<file path="config.mk">
export PLATFORM = sky130hd
export DESIGN_NAME = product_accumulator
export DESIGN_NICKNAME = d
export VERILOG_FILES = /design/src/rtl/product_accumulator_pkg.sv /design/src/rtl/product_accumulator_sat_add.sv /design/src/rtl/product_accumulator.sv
export SDC_FILE = /design/constraint.sdc
export NUM_CORES = 1
export LEC_CHECK = 0
export BUFFER_PORTS_ARGS = -buffer_cell sky130_fd_sc_hd__buf_2
export CAP_MARGIN = 20
export CORE_UTILIZATION = 45
export CTS_BUF_LIST = sky130_fd_sc_hd__clkbuf_8
export DETAILED_ROUTE_END_ITERATION = 10
export HOLD_SLACK_MARGIN = 0.15
export PLACE_DENSITY = 0.66
export SYNTH_ARGS = -nofsm -noshare
export SYNTH_HDL_FRONTEND = slang
export SYNTH_SLANG_ARGS = --single-unit
</file>
<file path="constraint.sdc">
create_clock -name clk -period 6.41 [get_ports clk]
set_input_delay 0.9615 -clock clk [delete_from_list [all_inputs] [get_ports clk]]
set_output_delay 0.9615 -clock clk [all_outputs]
set_load 0.005 [all_outputs]
</file>
<file path="src/rtl/product_accumulator_pkg.sv">
// Shared definitions for the product accumulator.
//   state_e  : FSM state encoding (2 bits)
//   PROD_W   : width of the signed product from the upstream multiplier
//   acc_max/acc_min : signed limits of an acc_w-bit two's-complement value
package product_accumulator_pkg;

  typedef enum logic [1:0] {
    IDLE  = 2'b00,
    ACCUM = 2'b01,
    HOLD  = 2'b10
  } state_e;

  localparam int PROD_W = 8;

  function automatic int acc_max(input int acc_w);
    return (1 << (acc_w - 1)) - 1;
  endfunction

  function automatic int acc_min(input int acc_w);
    return -(1 << (acc_w - 1));
  endfunction

endpackage

</file>
<file path="src/rtl/product_accumulator_sat_add.sv">
// sat_add: combinational signed saturating adder.
//   acc_i    : ACC_W-bit signed accumulator value
//   addend_i : PROD_W-bit signed addend
//   sum_o    : acc_i + addend_i clamped to the ACC_W signed range
//   ovf_o    : high when clamping was applied
module sat_add
  import product_accumulator_pkg::*;
#(
  parameter int ACC_W = 10
) (
  input  logic [ACC_W-1:0]  acc_i,
  input  logic [PROD_W-1:0] addend_i,
  output logic [ACC_W-1:0]  sum_o,
  output logic              ovf_o
);

  localparam logic signed [ACC_W:0] MAX_W = (ACC_W+1)'(acc_max(ACC_W));
  localparam logic signed [ACC_W:0] MIN_W = (ACC_W+1)'(acc_min(ACC_W));

  logic signed [ACC_W:0] acc_x;
  logic signed [ACC_W:0] add_x;
  logic signed [ACC_W:0] wide;

  // One extra bit is enough: |addend| <= 128 is far below the ACC_W range.
  assign acc_x = {acc_i[ACC_W-1], acc_i};
  assign add_x = {{(ACC_W + 1 - PROD_W){addend_i[PROD_W-1]}}, addend_i};
  assign wide  = acc_x + add_x;

  always_comb begin
    sum_o = wide[ACC_W-1:0];
    ovf_o = 1'b0;
    if (wide > MAX_W) begin
      sum_o = MAX_W[ACC_W-1:0];
      ovf_o = 1'b1;
    end else if (wide < MIN_W) begin
      sum_o = MIN_W[ACC_W-1:0];
      ovf_o = 1'b1;
    end
  end

endmodule

</file>
<file path="src/rtl/product_accumulator.sv">
// product_accumulator: accumulates a burst of signed 8-bit products with
// saturation and presents the result through a valid/ready handshake.
//   clk, rst_n             : clock, asynchronous active-low reset
//   start, len             : begin a burst of len products (0 = 2^LEN_W)
//   in_valid/in_ready      : product input handshake, in_product data
//   out_valid/out_ready    : result handshake, out_sum / out_sat data
//   busy                   : FSM is not in IDLE
module product_accumulator
  import product_accumulator_pkg::*;
#(
  parameter int ACC_W = 10,
  parameter int LEN_W = 4
) (
  input  logic              clk,
  input  logic              rst_n,
  input  logic              start,
  input  logic [LEN_W-1:0]  len,
  input  logic              in_valid,
  output logic              in_ready,
  input  logic [PROD_W-1:0] in_product,
  output logic              out_valid,
  input  logic              out_ready,
  output logic [ACC_W-1:0]  out_sum,
  output logic              out_sat,
  output logic              busy
);

  localparam logic [LEN_W:0] REM_FULL = {1'b1, {LEN_W{1'b0}}};
  localparam logic [LEN_W:0] REM_ONE  = {{LEN_W{1'b0}}, 1'b1};

  state_e           state_q, state_d;
  logic [LEN_W:0]   rem_q, rem_d;
  logic [ACC_W-1:0] acc_q, acc_d;
  logic             sat_q, sat_d;
  logic             in_ready_q, out_valid_q, busy_q;
  logic [ACC_W-1:0] add_sum;
  logic             add_ovf;

  sat_add #(.ACC_W(ACC_W)) u_sat_add (
    .acc_i    (acc_q),
    .addend_i (in_product),
    .sum_o    (add_sum),
    .ovf_o    (add_ovf)
  );

  always_comb begin
    state_d = state_q;
    rem_d   = rem_q;
    acc_d   = acc_q;
    sat_d   = sat_q;
    case (state_q)
      IDLE: begin
        if (start) begin
          state_d = ACCUM;
          rem_d   = (len == '0) ? REM_FULL : {1'b0, len};
          acc_d   = '0;
          sat_d   = 1'b0;
        end
      end
      ACCUM: begin
        // in_ready is high throughout ACCUM, so in_valid alone marks a transfer.
        if (in_valid) begin
          acc_d = add_sum;
          sat_d = sat_q | add_ovf;
          rem_d = rem_q - REM_ONE;
          if (rem_q == REM_ONE) state_d = HOLD;
        end
      end
      HOLD: begin
        if (out_ready) state_d = IDLE;
      end
      default: state_d = IDLE;
    endcase
  end

  // Handshake flags are registered decodes of the next state, so they line
  // up with state_q and carry no combinational path from the inputs.
  always_ff @(posedge clk or negedge rst_n) begin
    if (!rst_n) begin
      state_q     <= IDLE;
      rem_q       <= '0;
      acc_q       <= '0;
      sat_q       <= 1'b0;
      in_ready_q  <= 1'b0;
      out_valid_q <= 1'b0;
      busy_q      <= 1'b0;
    end else begin
      state_q     <= state_d;
      rem_q       <= rem_d;
      acc_q       <= acc_d;
      sat_q       <= sat_d;
      in_ready_q  <= (state_d == ACCUM);
      out_valid_q <= (state_d == HOLD);
      busy_q      <= (state_d != IDLE);
    end
  end

  assign in_ready  = in_ready_q;
  assign out_valid = out_valid_q;
  assign busy      = busy_q;
  assign out_sum   = acc_q;
  assign out_sat   = sat_q;

endmodule

</file>
==> impl_results.md <==
* Status: complete, no violations
* Routed wire length at 3200 um
* Sequential share of power at 28.0%
* Overall Global Routing Usage at 20.6%
* P_int at 0.490 mW
* Top cell type by total area after synthesis: dfrtp_1
* Flop-to-flop setup slack at 3.55 ns
* Post-route cell area at 0.00169 mm2
* Placed Area at 0.00164 mm2
* Die Y at 58.8 um
* Most frequent cell after synthesis: dfrtp_1
* Post-cts sizing count at 0
* Overall Power at 0.874 mW
* CP max FO at 8
* TritonCTS clock tree: yes
* Top delay family on crit path: simple AND/OR/NAND/NOR gates
* Synth-to-Final Area Change at 16.5%
* P_leak at 0.790 nW
* Gate power share at 62.4%
* GRT Residual Overflow at 0
* Antenna Cells at 0
* Top cell type's share of synthesized area at 36.2%
* Clk buf depth at 2
* Port Buf Inserts at 30
* Tcrit/Tclk final at 50.8%
* Hold Path Class: register to register
* Crit end category: register
* H-tree levels at 1
* Die area at 0.00345 mm2
* Die W at 58.8 um
* Hold Vio Cnt, Final at 0
* Main synth FF type: dfrtp_1
* Row Count at 20
* Iter 0 DRT Violations at 61
* Net switching power at 0.384 mW
* Finished Core Util at 55.3%
* Initial Util at 47.5%
* DR vias at 1282
* Slew Viols, Final at 0
* Max stage delay on crit path at 0.82 ns
* End of the worst hold path: out_sat
* Synth Cell Area at 0.00145 mm2
* Core ar. at 0.00305 mm2
* Final #Nets at 215
* Worst-path clk slew at 0.08 ns
* Clock Skew at 0.00167 ns
* Tmin final at 3.26 ns
* Worst r2r src: out_sum[0]
* Layout cells sized above 1 at 21.7%
* Initial antenna violation count at 0
* Worst-Skew Late Latency at 0.25 ns
* Placed cell count at 224
* Sw Ratio at 43.9%
* Arrival time worst endpoint at 3.45 ns
* Sequential area share after synthesis at 36.2%
* Largest net degree at the start of global routing at 22
* Final setup fails at 0
* First-pass GRT wire length at 5520 um
* Vias in the first global route at 1178
* Hold Slack at 0.497 ns
* P per Cell Area at 518 mW/mm2
* Critical path, cell by cell: buf_2, ha_1, inv_1, fa_1, and2b_1, o2111ai_1, a21oi_1, a211oi_1, nor3_1, a221o_1
* Routability cong. at 0.796
* Post-CTS Hold Fix Bufs at 0
* Max IR drop VDD at 248 uV
* Post-synth EDFFs at 0
* Clock power share at 9.7%
* Syn nets at 183
* Least-Margin Pin Slew at 1.00 ns
* Syn avg cell area at 9.48 um2
* Postcts setup bufs at 0
* Asr flop ratio synth at 100%
* Hpwl dp at 2420 um
* Crit start category: primary input
* CP Class: primary input to register
* Setup TNS at 0 ns
* TritonCTS buffer count at 3
* Synth area leaders: dfrtp_1, ha_1, a221o_1
* Root buffer cell: clkbuf_8
* Min-delay src: out_sat
* RSZ-0062 raised after global routing: false
* Final WS setup at 3.15 ns
* First-pass iteration count of the detailed router at 4
* Syn Inst Count at 153
* Max-Cap Viols at 0
* Peak Freq at 0.307 GHz
* Post-route insts no fill at 228
* CP bufs+invs at 2
* Post-DRT Antenna Nets at 0
* Synth top cells by count: dfrtp_1, nor2_1, ha_1
* Vias/cell at 5.62
* Warnings from Yosys at 0
* # DRC at 0
* Worst slew margin at 32.7%
* Cells on worst reg2reg path at 9
* Clock sink count at 21
* WL/cell at 14.0 um
* Crit path required time at 6.60 ns
* Top-Level Pins at 31
* Number of synthesized register bits at 21
* CP max-delay cell: nor3_1
* Reg-to-Reg End: out_sum[5]
* Setup WS pre-CTS at 2.86 ns
* Worst hold path depth at 1
* Synth cell types at 43
per-layer routing:
layer	global-route usage, %	vias to the layer above	wire length (um)
li1	-	637	-
met1	32.2	624	1630
met2	31.0	21	1480
met3	2.20	0	94
met4	3.06	0	0
met5	0	-	0
power groups by stage:
stage / clock network [mW] / logic (mW) / registers, mW
after global routing: 0.0931 / 0.619 / 0.253
after floorplan: 0 / 0.410 / 0.241
after CTS: 0.0873 / 0.546 / 0.243
after global placement: 0 / 0.527 / 0.243
after detailed placement: 0 / 0.545 / 0.244
final: 0.0846 / 0.545 / 0.244
worst max-delay path by stage:
stage	startpoint	end	slack, ns	cells past startpoint
after floorplan	in_product[0]	out_sum[8]	3.44	9
after global placement	in_product[0]	out_sum[0]	2.96	10
after detailed placement	in_product[0]	out_sum[3]	2.86	10
after CTS	in_product[0]	out_sum[4]	3.16	10
after global routing	in_product[0]	out_sum[0]	2.94	10
final	in_product[0]	out_sum[5]	3.15	10
logic make-up after synthesis:
group / Yosys count / synth area share (%)
AND/OR/NAND/NOR: 50 / 17.9
buffers and inverters: 11 / 2.85
multiplexers: 1 / 0.690
AO/OA/AOI/OAI: 52 / 27.4
XOR/XNOR: 4 / 2.42
adder cells (fa/ha/maj): 14 / 12.4
flip-flops: 21 / 36.2
registers in the layout (all words and copies together), names as in the netlist:
name and cells:
busy 1, in_ready 1, out_sat 1, out_sum 10, out_valid 1, rem_q 5
state_q 2
layout make-up:
cell class / count / area [um2]
fill: 309 / 1360
clock buffer: 3 / 41.3
multi-input combinational: 121 / 883
timing repair buffer: 30 / 150
tap: 44 / 55.1
sequential: 21 / 526
clock inverter: 1 / 3.75
inverter: 8 / 30.0
cell usage in the layout (no fill, tap or decap), types with 3 or more instances in the layout:
cell type	Yosys	final
nand2_1	8	8
buf_2	0	30
a21oi_1	11	11
nor3_1	8	8
xnor2_1	4	4
a221o_1	8	8
clkbuf_8	0	3
o21ai_0	8	8
ha_1	12	12
inv_1	7	8
nor2b_1	3	3
nand3_1	3	3
dfrtp_1	21	21
nor2_1	13	13
Note: power is estimated with default switching activity, not from simulation.
